$ cat config.mk
export PLATFORM = sky130hd
export DESIGN_NAME = ib_div_16x8_s0_l16
export DESIGN_NICKNAME = d
export VERILOG_FILES = /design/src/rtl/ib_div_pkg.sv /design/src/rtl/ib_div_step.sv /design/src/rtl/ib_div_16x8_s0_l16.sv
export SDC_FILE = /design/constraint.sdc
export NUM_CORES = 1
export LEC_CHECK = 0
export BUFFER_PORTS_ARGS = -buffer_cell sky130_fd_sc_hd__buf_2
export CAP_MARGIN = 20
export CORE_ASPECT_RATIO = 0.8
export CORE_MARGIN = 2
export CORE_UTILIZATION = 35
export CTS_CLUSTER_DIAMETER = 200
export DETAILED_ROUTE_END_ITERATION = 16
export PLACE_DENSITY = 0.62
export SLEW_MARGIN = 5
export SYNTH_ARGS = -nofsm -noshare
export SYNTH_HDL_FRONTEND = slang
export SYNTH_HIERARCHICAL = 1
export SYNTH_SLANG_ARGS = --single-unit
$ cat constraint.sdc
create_clock -name i_clk -period 2.99 [get_ports i_clk]
set_input_delay 0.598 -clock i_clk [delete_from_list [all_inputs] [get_ports i_clk]]
set_output_delay 0.598 -clock i_clk [all_outputs]
set_load 0.03 [all_outputs]
$ cat src/rtl/ib_div_pkg.sv
// Shared definitions for the ib_div sequential divider family: state
// encoding and default operand widths.
package ib_div_pkg;

  localparam int DW_DEF = 16;
  localparam int VW_DEF = 8;

  typedef enum logic {
    ST_IDLE = 1'b0,
    ST_BUSY = 1'b1
  } state_t;

endpackage

$ cat src/rtl/ib_div_step.sv
// One restoring-division iteration: shifts the next dividend bit into the
// partial remainder, trial-subtracts the divisor and emits one quotient bit.
// Purely combinational so unrolled variants can chain several per cycle.
module ib_div_step
  import ib_div_pkg::*;
#(
  parameter int VW = VW_DEF
) (
  input  logic [VW:0]   p,
  input  logic          msb,
  input  logic [VW-1:0] div,
  output logic [VW:0]   p_nxt,
  output logic          qbit
);

  // The remainder never exceeds VW bits after a subtraction, so the top
  // bit of p carries no information into the next step.
  logic unused_p_top;
  assign unused_p_top = p[VW];

  logic [VW:0] t;

  // Shift, compare in VW+1 bits so the shifted-out carry is kept, restore.
  always_comb begin
    t = {p[VW-1:0], msb};
    if (t >= {1'b0, div}) begin
      p_nxt = t - {1'b0, div};
      qbit  = 1'b1;
    end else begin
      p_nxt = t;
      qbit  = 1'b0;
    end
  end

endmodule

$ cat src/rtl/ib_div_16x8_s0_l16.sv
// Sequential restoring divider, unsigned DW / VW, one quotient bit per cycle.
// Uses the ib_mul start/done handshake: o_done is high whenever the block is
// idle and no start is being presented.
// Optional feature macro: IB_DIV_DBZ_EN -- adds o_dbz and resolves a zero
// divisor in a single cycle instead of running the full iteration.
module ib_div_16x8_s0_l16
  import ib_div_pkg::*;
#(
  parameter int DW = DW_DEF,
  parameter int VW = VW_DEF
) (
  input  logic          i_clk,
  input  logic          i_nrst,
  input  logic          i_start,
  input  logic [DW-1:0] i_a,
  input  logic [VW-1:0] i_b,
  output logic [DW-1:0] o_q,
  output logic [VW-1:0] o_r,
`ifdef IB_DIV_DBZ_EN
  output logic          o_dbz,
`endif
  output logic          o_done
);

  localparam int CW = $clog2(DW + 1);

  state_t        state, state_nxt;
  logic [DW-1:0] sr;
  logic [VW:0]   p;
  logic [VW-1:0] div;
  logic [CW-1:0] cnt;
  logic [VW:0]   p_nxt;
  logic          qbit;
  logic          zero_div;

  assign zero_div = (i_b == '0);

  ib_div_step #(.VW(VW)) u_step (
    .p     (p),
    .msb   (sr[DW-1]),
    .div   (div),
    .p_nxt (p_nxt),
    .qbit  (qbit)
  );

  // State register.
  always_ff @(posedge i_clk or negedge i_nrst) begin
    if (!i_nrst) state <= ST_IDLE;
    else         state <= state_nxt;
  end

  // Next state: a start always (re)launches; the last iteration returns to idle.
  always_comb begin
    state_nxt = state;
    if (i_start) begin
`ifdef IB_DIV_DBZ_EN
      state_nxt = zero_div ? ST_IDLE : ST_BUSY;
`else
      state_nxt = ST_BUSY;
`endif
    end else if (state == ST_BUSY && cnt == CW'(1)) begin
      state_nxt = ST_IDLE;
    end
  end

  // Datapath: capture operands on start, iterate while busy, hold otherwise.
  always_ff @(posedge i_clk or negedge i_nrst) begin
    if (!i_nrst) begin
      sr  <= '0;
      p   <= '0;
      div <= '0;
      cnt <= '0;
    end else if (i_start) begin
      div <= i_b;
`ifdef IB_DIV_DBZ_EN
      if (zero_div) begin
        sr  <= '1;
        p   <= {1'b0, i_a[VW-1:0]};
        cnt <= '0;
      end else begin
        sr  <= i_a;
        p   <= '0;
        cnt <= CW'(DW);
      end
`else
      sr  <= i_a;
      p   <= '0;
      cnt <= CW'(DW);
`endif
    end else if (state == ST_BUSY) begin
      sr  <= {sr[DW-2:0], qbit};
      p   <= p_nxt;
      cnt <= cnt - CW'(1);
    end
  end

`ifdef IB_DIV_DBZ_EN
  logic dbz;

  // Divide-by-zero flag: refreshed on every start, cleared by reset.
  always_ff @(posedge i_clk or negedge i_nrst) begin
    if (!i_nrst)      dbz <= 1'b0;
    else if (i_start) dbz <= zero_div;
  end

  assign o_dbz = dbz;
`endif

  assign o_q    = sr;
  assign o_r    = p[VW-1:0];
  assign o_done = ~i_start & (state == ST_IDLE);

endmodule
=== Yosys cells after proc, flatten, opt, wreduce, memory -nomap -nowiden ===
Cells that the tools add are included.
W data, S select, Z words.

* ROM bits: 0
* Memories: 0
* Input port bits: 27
* RAM bits: 0
* Output and inout bits: 25
* Word-level logic and storage cells: 25
* Bits in registers: 38
* Latch bits: 0

* Div/mod/pow operators: 0
* Mux-type cells: 10
* Shifts and indexed selects: 0
* Reduce and logical (&&, ||, !) cells: 3
* Order comparisons: 1
* Bitwise gates (word level): 3
* Equal/unequal tests: 1
* Add/subtract/negate cells: 2
* Multipliers: 0

{| class="wikitable"
|+ Operators with widths
! kind !! number
|-
| $mux W16 || 2
|-
| $mux W8 || 3
|-
| $mux W5 || 2
|-
| $ge A9 B8 Y1 || 1
|-
| $sub A8 B8 Y8 || 1
|-
| $eq A5 B1 Y1 const B || 1
|-
| $sub A5 B1 Y5 const B || 1
|-
| $reduce_bool A2 Y1 || 2
|-
| $mux W1 || 3
|-
| $not A1 Y1 || 2
|-
| $and A1 B1 Y1 || 1
|-
| $logic_and A1 B1 Y1 || 1
|}

=== Longest topological paths before layout ===
Gate-level depths: netlist (run 1).

* Depth in word-level cells: 4
* Depth in mapped cells: 10
* Mapped depth without buffers: 10

=== Cells and area by module ===
Netlist (run 1), hierarchy kept.

{| class="wikitable"
|+ By module, submodules not included
! module !! times used !! cells an instance !! area each (µm²) !! sequential area each (µm²)
|-
| ib_div_16x8_s0_l16 || 1 || 153 || 1,766.7 || 975.9
|-
| ib_div_step || 1 || 76 || 546.8 || 0.0
|}

=== Worst setup path before layout (run 1) ===
Ideal clock, no wire load.

* Path kind: reg2reg
* Start: register p[3]
* End: register p[4]
* Data arrival time: 2.244 ns
* Slack: 0.625 ns
* Library setup time: 0.121 ns
* Required time: 2.869 ns
* Stages on the path, launching flop included: 10
* Buffers on the path: 1
* Period minus slack after synthesis: 2.365 ns
* Path through: dfrtp_1 -> ha_1 -> a21o_1 -> o21bai_1 -> a211o_1 -> or2_1 -> buf_6 -> mux2_4 -> mux2i_1 -> nor2_1

* Word-level cells in the longest chain between the ends: 4
* Elaborated cells on any way between the ends: 5
* Classes of those cells: 1 x add/sub; 1 x order compare; 3 x mux

{| class="wikitable"
|+ RTL lines
! element !! RTL line !! RTL
|-
| from (decl) || ib_div_16x8_s0_l16.sv:29 || <nowiki>logic [VW:0] p;</nowiki>
|-
| from (signal assigned) || ib_div_16x8_s0_l16.sv:92 || <nowiki>p <= p_nxt;</nowiki>
|-
| $sub A8 B8 Y8 / $ge A9 B8 Y1 (equally long branches) || ib_div_step.sv:27, ib_div_step.sv:26 ||
|-
| $mux W8 (*) || ib_div_step.sv:26 || <nowiki>if (t >= {1'b0, div}) begin</nowiki>
|-
| named net p_nxt[4] || ib_div_16x8_s0_l16.sv:32 || <nowiki>logic [VW:0] p_nxt;</nowiki>
|-
| $mux W8 (*) || ib_div_16x8_s0_l16.sv:90 || <nowiki>end else if (state == ST_BUSY) begin</nowiki>
|-
| $mux W8 (*) || ib_div_16x8_s0_l16.sv:73 || <nowiki>end else if (i_start) begin</nowiki>
|}

The timed path passes the listed nets; every way through them passes the cells marked *. The select of a mux whose other input is x is not followed.
A chain may end at the register's enable or synchronous reset.

=== Worst setup path after layout (run 1) ===
* Start: register p[3]
* End: register p[3]

* Word-level cells in the longest chain between the ends: 4

{| class="wikitable"
|+ RTL lines
! element !! RTL line
|-
| $ge A9 B8 Y1 || ib_div_step.sv:26
|-
| $mux W8 || ib_div_step.sv:26
|-
| named net p_nxt[3] || ib_div_16x8_s0_l16.sv:32
|-
| $mux W8 || ib_div_16x8_s0_l16.sv:90
|-
| $mux W8 || ib_div_16x8_s0_l16.sv:73
|}

The timed path passes the listed nets, and every way through them passes these cells. The select of a mux whose other input is x is not followed.

==> results of run 1 <==
-- metrics by stage --
step | power, µW | std cells | setup WS, ns
after floorplan | 1390 | 219 | 0.635
after global placement | 1520 | 334 | 0.474
after detailed placement | 1530 | 334 | 0.392
after CTS | 1960 | 342 | 0.367
after global routing | 2090 | 342 | 0.232
final | 1950 | 342 | 0.358
-- layout by cell type, fill, tap and decap left out, types with 5 or more instances in the layout --
cell type / instances
sky130_fd_sc_hd__buf_2: 51
sky130_fd_sc_hd__dfrtp_1: 38
sky130_fd_sc_hd__mux2i_1: 26
sky130_fd_sc_hd__nand2_1: 18
sky130_fd_sc_hd__o21ai_0: 18
sky130_fd_sc_hd__nor2_1: 17
sky130_fd_sc_hd__inv_1: 15
sky130_fd_sc_hd__ha_1: 10
sky130_fd_sc_hd__mux2_2: 9
sky130_fd_sc_hd__a21oi_1: 7
sky130_fd_sc_hd__clkbuf_8: 5
-- worst max-delay path, delay by kind of cell (launching register included) --
family / cells / cell delay, ns
DFF: 1 / 0.41
muxes: 2 / 0.49
AOI/OAI and AO/OA: 3 / 0.78
and+or+nand+nor: 2 / 0.47
adders and majority gates: 1 / 0.35
-- cell type report --
cell class | instances | share of cell area [%]
clock buffer | 5 | 2.66
multi-input combinational | 146 | 42.1
inverter | 15 | 2.18
timing repair buffer | 54 | 10.8
tap | 81 | 3.92
clock inverter | 3 | 1.55
sequential | 38 | 36.8
-- power by group --
part / internal, µW / switching, µW / total (µW)
Clock: 246 / 182 / 427
Sequential: 608 / 88.1 / 696
Combinational: 358 / 465 / 823
Total: 1210 / 735 / 1950
-- per-layer routing --
metal | part of all wire, % | vias up | wire [µm]
li1 | - | 824 | -
met1 | 52 | 795 | 2350
met2 | 43 | 30 | 1970
met3 | 4.2 | 2 | 191
met4 | 0.59 | 0 | 27
met5 | 0 | - | 0
-- sequential cells by signal, summed over array words and instances, names as in the netlist --
register / flops
o_q: 16
div: 8
p: 8
cnt: 5
state: 1
-- worst max-delay path by stage --
stage | startpoint | to | slack, ns | cells after the start
after global placement | p[3] | p[3] | 0.47 | 8
after detailed placement | p[3] | p[3] | 0.39 | 8
after global routing | p[2] | p[4] | 0.23 | 8
final | p[3] | p[3] | 0.36 | 8
after floorplan | p[3] | p[3] | 0.63 | 9
after CTS | p[3] | p[3] | 0.37 | 8
==> results list, run 1 <==
- Dividing the detail-routed via count by the number of cells gives 4.83.
- For this run, design rule violations remaining after detail routing come to 0.
- After technology mapping, the gate count stands at 219.
* Number of buffers added on ports: 51
- Measured against its own limit, the worst slew margin works out to between 40% and 50%.
* Congestion Overflow GR: 0
- Unrepaired setup endpoints after global routing: false
- For this block, the initial DRC count from the detailed router was 93.
- Summing over every cut layer, the via total after detailed routing is 1651.
- Die Span Y: 75.4 µm
- Fillers: a little under 600
- Reg2Reg Setup Slack: between 0.3 and 0.4 ns
* Post-DP HPWL: roughly 3300 µm
* Count of TritonRoute iterations in the first routing pass: 4
* Worst R2R Start: p[3]
* Critical path, cell by cell: ha_1 > a21o_1 > o21bai_1 > a211o_1 > or2_1 > mux2_4 > mux2i_1 > nor2_1
* Arr. time, crit path: 2.78 ns
- Area of combinational cells with multiple inputs: 1090 µm²
- The sequential cells in the finished layout cover a total of 951 µm².
- Worst clock skew: ~0.0062 ns
- The number of gates resized after CTS was 0.
* Final clock period utilization by the worst path: between 80% and 90%
- TritonCTS buffer count: 5
- Number of failing hold endpoints at the final stage: 0
- Max IR drop VDD: 0.000373 V
- Die outline width: 93.2 µm
* Worst hold-check path type: in2async
- For this run, the total global-route usage over all layers was measured as 13.6%.
* Sinks on the clock net: 38
* # rows: 25
- Relative to the synthesized area, the layout overhead comes to 15.9%.
* Slew at the pin closest to its max-slew limit: roughly 0.84 ns
* Power density over the cells: 753 nW/µm²
- The core region is just over 6000 µm².
- Met3 Resource Use GR: 3.76%
* Max-slew violation count: 0
* Clock period minus worst slack: ~2.6 ns
* Result of the run: finished, final reports clean
* Cell at the root of the clock tree: sky130_fd_sc_hd__clkbuf_8
* Worst hold slack: 0.415 ns
- Insertion delay to the later sink of the worst-skew pair: between 0.2 and 0.3 ns
- When the netlist entered floorplanning its net count stood at 257.
- Area of all placed cells without fillers: around 2600 µm²
* Post-synthesis instance area: approximately 2200 µm²
- The floorplan step defined a die boundary enclosing 7030 µm².
- Buffer levels on the longest clock path: 2
* Vias in the first global route: 1563
- Length in cells of the worst reg-to-reg path: 8
* Peak-usage layer in the global routing report: met2
* Antenna Cells: 0
* Clock transition at the register clock pins on the worst setup and hold paths after CTS: around 0.08 ns
- At the worst endpoint, the required time is 3.14 ns.
- Number of H-tree levels: 2
* Kind of start point of the critical path: flop
* Number of hold buffers added after CTS: 0
- Setup violations remaining at the end of the flow were counted as 0.
- Gp weighted congestion: 0.830
- Share of post-route cells with drive strength above 1: 29.9%
* Crit Path Category: reg2reg
* Maximum number of pins on one net before global-route repair: 57
- Worst Setup End Kind: flop
- On the worst path, the slowest cell contributes a delay of between 0.4 and 0.5 ns.
- Achievable clock frequency: approximately 380 MHz
- Dividing the detail-routed wire length by the instance count gives approximately 13 µm.
- The tool flagged a number of max-cap violations equal to 0.
- Average footprint of a synthesized cell: 10.2 µm²
- Remaining antenna violation count after routing: 0
* Nets: 298
- Number of ports placed on the die boundary: 52
- The first global-routing pass estimated 7450 µm of wire.
* Overall routed net length: 4540 µm
- Setup TNS: 0 ns
- Global Route met1 Usage: 19.7%
- Critical path's slowest cell: sky130_fd_sc_hd__dfrtp_1
- Effective utilization at floorplan: roughly 37%
- Clock tree from TritonCTS: built
- Critical register-to-register path endpoint: p[3]
- At the end of the flow the core is filled with cells to around 43%.
- For this run, the number of Yosys warnings is 6.
- Post-CTS Setup Inserts: 0
- Placement-stage cell area: roughly 2500 µm²
- Worst Path Max Fanout: 8
- Initial antenna violation count: 0
- Lkg Pwr: 0.00143 µW
- GR Layer Usage met2: 20.5%
Note: power is estimated with default switching activity, not from simulation.
==> run 2: changes to the inputs <==
Settings changed: CORE_UTILIZATION 35 to 54, PLACE_DENSITY 0.62 to 0.86.
==> run 2 against run 1 <==
Against the previous run:
- combinational power is essentially flat
- critical path type unchanged
- non-clock buffer count shrank 1
- largest power group unchanged
- critical path depth is the same
- first-iteration DRC count shrank 12%
- largest cell class unchanged
==> results list, run 2 (synthesis gave the netlist of run 1 again) <==
- Remaining antenna violation count after routing: 0 (unchanged)
- Result of the run: finished, final reports clean
- Final cell count without fillers: 315 (-7.9%)
* Count of TritonRoute iterations in the first routing pass: 4 (unchanged)
* Worst Setup End Kind: flop
- The pin count of the biggest net entering global routing was 57 (unchanged).
* DR WL/cell: 14.2 µm (+6.8%)
* Proportion of power drawn by the clock network: 22.2% (+0.2 points)
- The wire length the detailed router placed on met1 was 2070 µm (-12%).
* Detailed-route DRC error count: 0 (unchanged)
- Kind of start point of the critical path: flop
- The total vias in the final route was 1664 (+0.79%).
* P_sw: 746 µW (+1.5%)
- The instance count after placement with tap cells included is 307 (-8.1%).
* Placeable core area: 3880 µm² (-36%)
- Length in cells of the worst reg-to-reg path: 8 (unchanged)
- The detailed placement HPWL was 3160 µm (-3.0%).
* Sinks on the clock net: 38 (unchanged)
- The share of layout cells above drive strength 1 came to 29.6% (-0.27 points).
- The required time reported for the critical path endpoint came to 3.15 ns (about the same).
- The relative slew slack came to 44.7% (+0.89 points).
* Congestion Overflow GR: 0 (unchanged)
- The period utilization is 86.9% (-1.1 points).
* Crit Path Category: reg2reg
- Worst hold slack: 0.402 ns (-0.0131 ns)
* Max-slew violation count: 0 (unchanged)
* Power density over the cells: 768 nW/µm² (+2.0%)
- Die outline width: 75.8 µm (-19%)
* Switching power share of the total: 38.1% (+0.36 points)
* Slew at the pin closest to its max-slew limit: 0.830 ns (-0.0134 ns)
* WL met2: 2140 µm (+8.5%)
- Achievable clock frequency: 385 MHz (+1.3%)
* Die Span Y: 61.5 µm (-18%)
- The post-CTS resize count came to 0 (unchanged).
- The via-per-instance ratio is 5.28 (+9.4%).
- The most critical setup path has its startpoint at p[3].
- Number of H-tree levels: 2 (unchanged)
- Worst R2R Start: p[3]
- The TritonCTS buffer count is 5 (unchanged).
- Area occupied by registers: 951 µm² (unchanged)
- Synthesis-to-layout area growth: 14.4%
- Commonest non-fill, non-tap cells in the layout: sky130_fd_sc_hd__buf_2 (51), sky130_fd_sc_hd__dfrtp_1 (38), sky130_fd_sc_hd__mux2i_1 (26)
- Arr. time, crit path: 2.75 ns (-0.03 ns)
* Worst hold-check path type: in2async
* Relative contribution of combinational cells to total power: 42.0% (-0.3 points)
- The largest buffer count on any clock path came to 2 (unchanged).
- Initial antenna violation count: 0 (unchanged)
* Setup TNS: 0 ns (unchanged)
- # rows: 20 (-20%)
- Number of failing hold endpoints at the final stage: 0 (unchanged)
- The number of violations reported at the end of detailed-routing iteration 0 was 82 (-12%).
* Number of buffers added on ports: 51 (unchanged)
- Worst Path Max Fanout: 8 (unchanged)
- Gp weighted congestion: 0.824 (-0.77%)
* Critical register-to-register path endpoint: p[5]
- The multi-input gate area in the final layout came to 1090 µm² (unchanged).
- The fill cell instance count of the final layout came to 304 (-49%).
* Number of ports placed on the die boundary: 52 (unchanged)
- Clock transition at the register clock pins on the worst setup and hold paths after CTS: 0.08 ns (about the same)
* Nets: 297 (-0.34%)
* Maxcap violations: 0 (unchanged)
- Number of setup violations in the final report: 0 (unchanged)
- Worst clock skew: 0.0117 ns (+0.00554 ns)
- The post-CTS setup-driven buffer insertion count came to 0 (unchanged).
- Internal cell power: 1210 µW (about the same)
- The total global routing track utilization is 20.0% (+6.5 points).
* Flip-flop count of the largest register, all copies and words added: 16 (unchanged)
- Die outline area: 4660 µm² (-34%)
* Critical path destination: p[5]
- The number of global-route vias before repair is 1466 (-6.2%).
- Cell at the root of the clock tree: sky130_fd_sc_hd__clkbuf_8
* Wire length of the first global-routing pass: 6780 µm (-9.0%)
- The time the worst path needs with I/O delays and setup was 2.60 ns (-0.0327 ns).
- Lkg Pwr: 0.00142 µW (-0.82%)
- The cts-stage hold buffer count was 0 (unchanged).
- TritonCTS built the clock tree.
- The sequential share of power is 35.8% (about the same).
* Highest metal layer with signal wires: met4
- Antenna Cells: 0 (unchanged)
* Reg2Reg Setup Slack: 0.39 ns (+0.03 ns)
- Overall routed net length: 4460 µm (-1.6%)
- The initial core utilization was 57.5% (+21 points).
- The worst supply voltage drop on vdd came to 0.000364 V (-2.6%).
- The met3 routed wirelength was 196 µm (+2.6%).
- Leaving out fill and tap cells, the most frequent cell in the layout is sky130_fd_sc_hd__buf_2.
- Unrepaired setup endpoints after global routing: false
- The utilization of the core after routing came to 65.7% (+23 points).
* Insertion delay to the later sink of the worst-skew pair: 0.29 ns (about the same)
run 2: final cells by class:
cell class	count	share of cell area (%)
clock buffer	5	2.70
clock inverter	3	1.77
inverter	15	2.21
multi-input combinational	146	42.7
sequential	38	37.3
tap	55	2.70
timing repair buffer	53	10.6
run 2: metrics by stage:
step / power [µW] / cell area, µm² / worst slack [ns]
2_1_floorplan: 1390 / 2230 / 0.635
3_3_place_gp: 1500 / 2430 / 0.496
3_5_place_dp: 1520 / 2430 / 0.438
4_1_cts: 1970 / 2550 / 0.390
5_1_grt: 2090 / 2550 / 0.233
6_report: 1960 / 2550 / 0.391
run 2: layer usage:
layer,track usage [%],up-vias
met5,0,-
met1,27.3,792
li1,-,824
met3,4.42,5
met2,31.2,43
met4,8.27,0
run 2: worst max-delay path, cell delays in order, from the launching register on:
cell and delay, ns:
sky130_fd_sc_hd__dfrtp_1 0.41, sky130_fd_sc_hd__ha_1 0.35, sky130_fd_sc_hd__a21o_1 0.23, sky130_fd_sc_hd__o21bai_1 0.17, sky130_fd_sc_hd__a211o_1 0.35, sky130_fd_sc_hd__or2_1 0.40
sky130_fd_sc_hd__mux2_4 0.35, sky130_fd_sc_hd__mux2i_1 0.13, sky130_fd_sc_hd__nor2_1 0.06
run 2: how the worst min path moves through the flow:
stage               startpoint      to  slack [ns]
floorplan               i_nrst  cnt[0]        0.30
global placement        div[4]  div[4]        0.49
detailed placement      div[7]  div[7]        0.50
CTS                     i_nrst  div[2]        0.43
global route            i_nrst  div[2]        0.47
finish                  i_nrst  div[2]        0.40
run 2: power groups by stage:
stage          logic, µW  registers [µW]  clock network [µW]
2_1_floorplan        641             745                   0
6_report             822             701                 435
3_5_place_dp         814             709                   0
3_3_place_gp         797             704                   0
4_1_cts              823             701                 443
5_1_grt              907             714                 464
